==> src/rtl/mux_sched_rr3.sv <==
// Round-robin burst scheduler for the shared 3:1 symbol mux of the RS(15,11) decoder.
// The winning source holds the mux for one BURST_LEN-symbol burst; a dropped request aborts it.
module mux_sched_rr3 #(
    parameter int unsigned BURST_LEN = 15
) (
    input  logic       clk,
    input  logic       reset,
    input  logic [2:0] req,
    input  logic       ready,
    output logic [1:0] control,
    output logic [2:0] gnt,
    output logic [2:0] sym_ack,
    output logic       valid_out,
    output logic [3:0] sym_cnt,
    output logic       done,
    output logic       abort
);

    localparam int unsigned CNT_W = 4;
    localparam logic [CNT_W-1:0] LAST_SYM = CNT_W'(BURST_LEN - 1);

    typedef enum logic [1:0] {
        IDLE = 2'd0,
        XFER = 2'd1
    } state_t;

    state_t     state;
    logic [1:0] ptr;
    logic [1:0] win;
    logic [1:0] cand1;
    logic [1:0] cand2;
    logic       owner_req;

    // Mod-3 increment; the pointer and source indices never take the value 3.
    function automatic logic [1:0] inc3(input logic [1:0] p);
        return (p == 2'd2) ? 2'd0 : 2'(p + 2'd1);
    endfunction

    // Priority scan starting at the round-robin pointer.
    always_comb begin
        cand1 = inc3(ptr);
        cand2 = inc3(cand1);
        win   = cand2;
        if (req[ptr]) begin
            win = ptr;
        end else if (req[cand1]) begin
            win = cand1;
        end
    end

    assign owner_req = |(req & gnt);

    // A dropped owner request suppresses the acknowledge in the same cycle.
    always_comb begin
        sym_ack = 3'b000;
        if (state == XFER && owner_req && ready) begin
            sym_ack = gnt;
        end
    end

    always_ff @(posedge clk or posedge reset) begin
        if (reset) begin
            state     <= IDLE;
            control   <= 2'd0;
            gnt       <= 3'b000;
            valid_out <= 1'b0;
            sym_cnt   <= '0;
            done      <= 1'b0;
            abort     <= 1'b0;
            ptr       <= 2'd0;
        end else begin
            done  <= 1'b0;
            abort <= 1'b0;
            case (state)
                IDLE: begin
                    if (req != 3'b000) begin
                        state     <= XFER;
                        control   <= win;
                        gnt       <= 3'(3'b001 << win);
                        sym_cnt   <= '0;
                        valid_out <= 1'b1;
                    end
                end
                XFER: begin
                    if (!owner_req) begin
                        state     <= IDLE;
                        gnt       <= 3'b000;
                        valid_out <= 1'b0;
                        sym_cnt   <= '0;
                        abort     <= 1'b1;
                        ptr       <= inc3(control);
                    end else if (ready) begin
                        if (sym_cnt == LAST_SYM) begin
                            state     <= IDLE;
                            gnt       <= 3'b000;
                            valid_out <= 1'b0;
                            sym_cnt   <= '0;
                            done      <= 1'b1;
                            ptr       <= inc3(control);
                        end else begin
                            sym_cnt <= sym_cnt + 4'd1;
                        end
                    end
                end
                default: begin
                    state     <= IDLE;
                    gnt       <= 3'b000;
                    valid_out <= 1'b0;
                    sym_cnt   <= '0;
                end
            endcase
        end
    end

endmodule

==> config.mk <==
export PLATFORM = sky130hd
export DESIGN_NAME = mux_sched_rr3
export DESIGN_NICKNAME = d
export VERILOG_FILES = /design/src/rtl/mux_sched_rr3.sv
export SDC_FILE = /design/constraint.sdc
export NUM_CORES = 1
export LEC_CHECK = 0
export CAP_MARGIN = 20
export CORE_MARGIN = 8
export CORE_UTILIZATION = 37
export CTS_BUF_LIST = sky130_fd_sc_hd__clkbuf_2
export CTS_CLUSTER_SIZE = 8
export DETAILED_ROUTE_END_ITERATION = 8
export PLACE_DENSITY = 0.72
export SYNTH_ARGS = -nofsm -noshare
export SYNTH_HDL_FRONTEND = slang
export SYNTH_SLANG_ARGS = --single-unit
==> constraint.sdc <==
create_clock -name clk -period 1.8 [get_ports clk]
set_clock_uncertainty 0.15 [all_clocks]
set_input_delay 0.36 -clock clk [delete_from_list [all_inputs] [get_ports clk]]
set_output_delay 0.36 -clock clk [all_outputs]
set_load 0.1 [all_outputs]
Yosys cells after proc, flatten, opt, wreduce, memory -nomap -nowiden --
Index checks and enable logic that the tools add are counted.
Word-level totals: bits in registers 16, input port bits 6, output and inout bits 15, word-level logic and storage cells 74
Operators by class: $add $sub $neg 4, order comparisons 2, eq/ne operators 10, shift-type cells 1, mux-type cells 39, bitwise gates (word level) 1, reduce and logical (&&, ||, !) cells 9
Operator list (number):
- 2-bit 2-to-1 mux | 12
- 4-bit 2-to-1 mux | 4
- 3-bit 2-to-1 mux | 5
- 1-bit 2-to-1 mux | 12
- 4-bit case mux with 2 select lines | 1
- 2-bit by 1-bit adder with 2-bit output, second input constant | 3
- 2-bit equality test, second input constant | 3
- 2-bit by 3-bit less-than comparator with 1-bit output, second input constant | 2
- 3-bit case mux with 2 select lines | 1
- 3-bit AND reduction | 2
- 4-bit by 1-bit adder with 4-bit output, second input constant | 1
- 1-bit binary-select mux with 2-bit select | 2
- 4-bit equality test, second input constant | 1
- 2-bit inequality test, second input constant | 2
- 2-bit case mux with 2 select lines | 1
- 2-bit AND reduction | 2
- 3-bit AND | 1
- 3-bit by 2-bit inequality test with 1-bit output, second input constant | 1
- 3-bit inequality test, second input constant | 1
- 3-bit nonzero test | 1
- 3-bit OR reduction | 1
- 1-bit by 2-bit left shift with 3-bit output, first input constant | 1
- 2-bit by 1-bit equality test with 1-bit output, second input constant | 1
- 1-bit logical AND | 2
- other kinds (3) | 3

Depth between registers and ports, before layout --
Gate-level depths: netlist of the first run.
depth in word-level cells 9, gate-level depth with buffers 6, gate-level depth less buffers 6

Least setup slack after synthesis of the first run --
OpenSTA, ideal clock, no wires.
path kind register -> output, from register gnt[1], to output sym_ack[0], arrival 2334 ps, data required time 1290 ps, slack -1044 ps, stages on the path, launching flop included 4, buffers on the path 0, cells stage by stage dfrtp_1 > a222oi_1 > nor2_1 > and2_1
On the way: longest elaborated chain between the ends 5
RTL lines:
- from (decl) | RTL line 11 | output logic [2:0] gnt,
- from (signal assigned) | RTL line 79 | gnt <= 3'(3'b001 << win);
- 3-bit AND | RTL line 51 | assign owner_req = |(req & gnt);
- 3-bit OR reduction | RTL line 51
- 1-bit logical AND (2 in a row) | RTL line 56 | if (state == XFER && owner_req && ready) begin
- 3-bit 2-to-1 mux | RTL line 56
- to (decl) | RTL line 12 | output logic [2:0] sym_ack,
Every way passes these cells.

Worst setup path in the final report of the first run --
Ends and elaborated chain as after synthesis.

==> results of run 1 <==
per-layer routing:
layer,up-vias,wire (µm)
met5,-,0
met4,0,27
met3,2,71
met2,12,1024
met1,331,858
li1,326,-
cells in the mapped netlist, drive strengths merged, types with 2 or more instances:
master  number  area (µm²)
nor3b        2       15.01
inv          3       11.26
nand2b       2       12.51
dfrtp       14       350.3
o211ai       2       15.01
ha           2       25.02
nand2        6       22.52
o21ai        2       10.01
and2         6       42.54
nor3         2       10.01
xor2         2       17.52
nor2         7       26.28
a21o         3       22.52
cell families (layout without fill, tap and decap cells):
family | Yosys count | after routing | share of synthesized area
buf+inv | 3 | 40 | 0.01546
compound gates | 18 | 18 | 0.2113
fa+ha+maj | 2 | 2 | 0.03436
simple gates | 31 | 31 | 0.2337
xor+xnor | 2 | 2 | 0.02406
flops | 14 | 14 | 0.4811
power breakdown:
| group | switching, mW | internal, mW | total [mW] | leakage, nW |
|---|---|---|---|---|
| registers | 0.142 | 0.436 | 0.577 | 0.174 |
| clock network | 0.104 | 0.0483 | 0.152 | 0.0140 |
| logic | 1.08 | 0.776 | 1.86 | 0.394 |
| total | 1.32 | 1.26 | 2.58 | 0.582 |
worst max path at each step:
stage / depth (start not counted) / endpoint / startpoint
after floorplan: 3 / sym_ack[0] / gnt[1]
after global placement: 5 / sym_cnt[2] / req[2]
after detailed placement: 5 / sym_cnt[2] / req[2]
after CTS: 4 / sym_ack[0] / gnt[1]
after global routing: 4 / sym_ack[0] / gnt[1]
final: 4 / sym_ack[0] / gnt[1]
metrics by stage:
step / util / std cells
2_1_floorplan: - / 70
3_3_place_gp: 0.6355 / 127
3_5_place_dp: 0.6355 / 127
4_1_cts: 0.6638 / 133
5_1_grt: 0.6789 / 134
6_report: 0.6789 / 134
state kept, by name, summed over array words and instances (netlist names):
name       flops
done           1
abort          1
gnt            3
valid_out      1
ptr            2
sym_cnt        4
control        2
cell type report:
type                    count  area (µm²)
inverters                   3       11.26
repair buffers             33       455.4
flip-flops and latches     14       360.3
well taps                  27       33.78
multi-input cells          53       411.6
clock inverters             1       3.754
fillers                   152       610.6
clock buffers               3       15.01
what timing repair did:
item / 4_1_cts / 5_1_grt
pin swaps: 9 / 8
buffers inserted: 6 / 2
gates resized for setup: 9 / 6
setup endpoints to repair: 14 / 13
gates cloned: 0 / 0
==> reports/results.env, run 1 <==
SETUP_VIOL=9
CORE_AREA_UM2=1902
DETAILEDROUTE.FIRSTITERATIONVIOLATIONS=23
DESIGN.FINAL.NETS=116
DETAILEDROUTE.FIRSTPASSITERATIONCOUNT=4
CRITPATHMAXSTAGEDELAY_NS=0.50
CTS_H_TREE_DEPTH=1
GLOBALROUTE.BUSIESTLAYER='met2'
GRT_SETUP_UNREPAIRED='true'
SLOWEST_STAGE_CELL_CP='sky130_fd_sc_hd__dfrtp_4'
TOP_LIBRARY_CELLS_BY_USAGE_IN_THE_LAYOUT_FILL_AND_TAPS_ASIDE='sky130_fd_sc_hd__buf_12, sky130_fd_sc_hd__buf_4, sky130_fd_sc_hd__dfrtp_1'
SYNTH_WARNINGS=0
SLEW_HEADROOM=0.6400
FIRST_PASS_GRT_WIRE_LENGTH_UM=3291
POSTROUTEWIRELENGTH_UM=1981
SYNTHARSTFLOPSHARE=1.000
SYNTH_SEQUENTIAL_AREA_RATIO=0.4811
DIEAREA_UM2=3644
PEAKVDDDROP_mV=1.135
AREA_GROWTH_PCT=77.32
DP_SLACK_NS=-0.4828
CRITICAL_PATH.ENDPOINT_TYPE='primary output'
FINALMAXSLEWVIOLATIONS=0
PLACEDINSTANCEAREA_UM2=1209
PLACE.GP.CONGESTION=0.8190
LEAKAGEPOWER_nW=0.5821
YS_TYPES=32
NUMBER_OF_GLOBAL_ROUTE_VIAS_BEFORE_REPAIR=685
REGISTER_BIT_COUNT_REPORTED_BY_YOSYS=14
YS_DOMINANT_REG_CELL='sky130_fd_sc_hd__dfrtp_1'
GRT-OVFL-TOTAL=0
ROWS=16
FINISH.INSTANCE_AREA_UM2=1291
WORST_EP_ARRIVAL_TIME_NS=1.64
FINAL.SETUP.TNS_NS=-1.292
CLK_PIN_SLEW_WORST_PATHS_NS=0.14
SYNTH_EDF_COUNT=0
SETUP.WORST_PATH.CLASS='flop to primary output'
POWER_DENSITY_nW_PER_UM2=2002
GR-USAGE-MET2=0.1905
INSERTION_DELAY_TO_THE_LATER_SINK_OF_THE_WORST_SKEW_PAIR_NS=0.27
CTS_TREE='built'
TRANSITION_TIME_OF_THE_TIGHTEST_SLEW_CHECK_PIN_NS=0.5394
TIMING.FINAL.CRIT_PERIOD_NS=2.154
CTS-HOLD-FIX-BUFFERS=0
CLOCK_BUFFER_DEPTH=2
ANTENNA_LEFT=0
FINAL_MIN_PERIOD_OVER_CLOCK_PERIOD=1.197
LAYOUT_COMMONEST_CELL='sky130_fd_sc_hd__buf_12'
PLACEMENT.IO_BUFFERS=20
GLOBAL_ROUTE.USAGE.MET3=0.02119
TRITONCTS_NUM_SINKS=14
SYNTH_FP_NETS=78
BOUNDARYPINS=21
WP_DATA_REQUIRED_NS=1.29
CRIT_PATH_START_KIND='flop'
CRITICAL_PATH.MAX_FANOUT=4
DRIVE_ABOVE_1_SHARE=0.5327
CLOCKROOTBUFFER='sky130_fd_sc_hd__clkbuf_2'
TIMING.REG2REG.WORST_PATH_DEPTH=5
VIAS=671
NUMBER_OF_ANTENNA_VIOLATIONS_AT_THE_FIRST_CHECK_IN_GLOBAL_ROUTING=0
DRT_DRC_VIOLATIONS_LEFT=0
FMAX_MHz=464.2
CAP_VIOLATIONS=0
CRIT_FAMILY='flip-flops'
WORSTREG2REGEND='gnt[2]'
ANTENNA_CELLS_INSERTED=0
OUTCOME='finished with violations'
NETLIST_INSTANCES=70
AREA_OF_THE_MAPPED_NETLIST_UM2=728.2
GRT_UTIL_ALL_LAYERS=0.1199
INITIAL_UTILIZATION=0.3829
DPL.HPWL_UM=1507
WORST_R2R_STARTPOINT='gnt[1]'
REGTOREGSETUPSLACK_NS=-0.07
USE_MET1=0.1475
VIAS_PER_CELL=5.007
WORSTPATHCELLLIST='a222oi_1 -> nor2_2 -> and2_4 -> buf_12'
NUMCTSBUFFERS=3
SYNTH.AVG_CELL_AREA_UM2=10.40
VIOLATIONS_IN_THE_FINAL_REPORTS='negative setup slack'
HOLD_PATH_CLASS='primary input to asynchronous set/reset pin'
GRT_MAX_DEGREE=15
FIN_TOTAL_PWR_mW=2.585
WORSTPATHBUFFERINVERTERCOUNT=1
WIRE_PER_INST_UM=14.78
CHIPHEIGHT_UM=60.37
NUMBER_OF_FAILING_HOLD_ENDPOINTS_AT_THE_FINAL_STAGE=0
HOLD_WS_NS=0.2590
CHIPWIDTH_UM=60.37
POSTLAYOUTSETUPSLACKWORST_NS=-0.3540
No activity file was read; power rests on OpenSTA's default activity.
==> inputs of run 2 (changes only) <==
CORE_ASPECT_RATIO = 0.7   (was unset)
REMOVE_ABC_BUFFERS = 1   (was unset)
==> run 2 against run 1 <==
The flow still finishes with violations (negative setup slack); sequential share of layout area shrank 0.32 points; sequential power shrank 8.5%; combinational power shrank 3%; largest cell class unchanged.
==> reports/results.env, run 2 (synthesized netlist as in run 1, its figures left out) <==
FINALMAXSLEWVIOLATIONS=0
DETAILEDROUTE.FIRSTPASSITERATIONCOUNT=4
DETAILEDROUTE.FIRSTITERATIONVIOLATIONS=18
FINAL.SETUP.TNS_NS=-0.7953
LARGEST_REG_FLOPS=4
VIOLATIONS_IN_THE_FINAL_REPORTS='negative setup slack'
TIMING.FINAL.CRIT_PERIOD_NS=2.070
INITIAL_UTILIZATION=0.3927
DPL.HPWL_UM=1613
LEAKAGEPOWER_nW=0.6002
ANTENNA_LEFT=0
NUMBER_OF_ANTENNA_VIOLATIONS_AT_THE_FIRST_CHECK_IN_GLOBAL_ROUTING=0
CLK_PIN_SLEW_WORST_PATHS_NS=0.16
CHIPWIDTH_UM=69.03
ROWS=13
WORST_EP_ARRIVAL_TIME_NS=1.56
DP_CELLS=127
CRIT_END='sym_ack[1]'
NUMBER_OF_FAILING_HOLD_ENDPOINTS_AT_THE_FINAL_STAGE=0
CHIPHEIGHT_UM=53.12
STDCELL_COUNT=133
GRT-OVFL-TOTAL=0
HOLD_PATH_CLASS='primary input to asynchronous set/reset pin'
TRANSITION_TIME_OF_THE_TIGHTEST_SLEW_CHECK_PIN_NS=0.5445
DIEAREA_UM2=3666
LARGEST_REGISTER='sym_cnt'
BOUNDARYPINS=21
FINALCOREUTILIZATION=0.6849
CLOCKROOTBUFFER='sky130_fd_sc_hd__clkbuf_2'
LAYOUT_COMMONEST_CELL='sky130_fd_sc_hd__buf_4'
GRT_MAX_DEGREE=15
FINAL_MIN_PERIOD_OVER_CLOCK_PERIOD=1.150
INSERTION_DELAY_TO_THE_LATER_SINK_OF_THE_WORST_SKEW_PAIR_NS=0.30
NUMCTSBUFFERS=3
PLACE.GP.CONGESTION=0.8045
WORSTREG2REGEND='gnt[0]'
DRT_DRC_VIOLATIONS_LEFT=0
CRIT_PATH_START='gnt[1]'
VIAS=683
CRITICAL_PATH.ENDPOINT_TYPE='primary output'
FMAX_MHz=483.2
TOP_LIBRARY_CELLS_BY_USAGE_IN_THE_LAYOUT_FILL_AND_TAPS_ASIDE='sky130_fd_sc_hd__buf_4, sky130_fd_sc_hd__buf_12, sky130_fd_sc_hd__dfrtp_1'
OUTCOME='finished with violations'
NUMBER_OF_GLOBAL_ROUTE_VIAS_BEFORE_REPAIR=669
ANTENNA_CELLS_INSERTED=0
TRITONCTS_NUM_SINKS=14
WORST_R2R_STARTPOINT='gnt[1]'
CTS_TREE='built'
DP_SLACK_NS=-0.4447
FIN_TOTAL_PWR_mW=2.498
CAP_VIOLATIONS=0
WIRE_PER_INST_UM=15.08
PLACEDINSTANCEAREA_UM2=1219
PEAKVDDDROP_mV=1.315
CRIT_PATH_START_KIND='flop'
FINISH.INSTANCE_AREA_UM2=1270
SLEW_HEADROOM=0.6366
PLACEMENT.IO_BUFFERS=20
CLOCK_BUFFER_DEPTH=2
POWER_DENSITY_nW_PER_UM2=1967
GRT_UTIL_ALL_LAYERS=0.1165
SETUP_VIOL=3
AREA_GROWTH_PCT=74.40
CORE_AREA_UM2=1854
WP_DATA_REQUIRED_NS=1.29
TOP_REGS='sym_cnt x4, gnt x3'
DESIGN.FINAL.NETS=120
VIAS_PER_CELL=5.135
SETUP.WORST_PATH.CLASS='flop to primary output'
TIMING.REG2REG.WORST_PATH_DEPTH=5
CTS_H_TREE_DEPTH=1
HOLD_WS_NS=0.2271
DRIVE_ABOVE_1_SHARE=0.4414
GRT_SETUP_UNREPAIRED='true'
REGTOREGSETUPSLACK_NS=0.08
CTS-HOLD-FIX-BUFFERS=0
CRITICAL_PATH.MAX_FANOUT=4
FIRST_PASS_GRT_WIRE_LENGTH_UM=3305
POSTLAYOUTSETUPSLACKWORST_NS=-0.2696
POSTROUTEWIRELENGTH_UM=2006
run 2: changes by cell type in the layout (fill, tap and decap cells not counted), moves of 2 or more:
cell | previous run | this run
sky130_fd_sc_hd__dfrtp_1 | 8 | 14
sky130_fd_sc_hd__buf_4 | 10 | 17
sky130_fd_sc_hd__buf_6 | 3 | 0
sky130_fd_sc_hd__nor2_1 | 5 | 7
sky130_fd_sc_hd__nand2_1 | 4 | 6
sky130_fd_sc_hd__dfrtp_2 | 5 | 0
sky130_fd_sc_hd__nor2_2 | 2 | 0
run 2: timing repair:
item	4_1_cts	5_1_grt
pin swaps	5	5
setup buffers	3	1
resized for setup	6	3
endpoints found under the setup margin	11	11
run 2: final cells by class:
class / count / area, µm²
fillers: 146 / 584.3
well taps: 22 / 27.53
inverters: 3 / 11.26
repair buffers: 37 / 474.2
clock buffers: 3 / 15.01
multi-input cells: 53 / 387.9
clock inverters: 1 / 3.754
flip-flops and latches: 14 / 350.3
run 2: routing by layer:
layer  up-vias  part of all wire  GRT usage  routed length (µm)
met4         0             0.019    0.06102                  39
met5         -                 0          0                   0
met1       332              0.44     0.1353                 890
met2        11              0.51     0.1954                1032
li1        336                 -          -                   -
met3         4             0.022    0.03358                  44
run 2: critical path: stages (launching register included):
cell                       delay (ns)
sky130_fd_sc_hd__dfrtp_1         0.41
sky130_fd_sc_hd__a222oi_1        0.39
sky130_fd_sc_hd__nor2_1          0.14
sky130_fd_sc_hd__and2_4          0.18
sky130_fd_sc_hd__buf_12          0.16
run 2: worst min-delay path by stage:
stage | start | endpoint | slack [ns]
global placement | ptr[1] | ptr[1] | 0.38
global route | reset | done | 0.25
detailed placement | ptr[1] | ptr[1] | 0.40
floorplan | reset | abort | 0.1
finish | reset | abort | 0.23
CTS | reset | sym_cnt[2] | 0.23
run 2: report_power, final:
| part | switching (mW) | internal, mW |
|---|---|---|
| sequential | 0.107 | 0.422 |
| combinational | 1.07 | 0.741 |
| clock | 0.110 | 0.0482 |
| total | 1.29 | 1.21 |
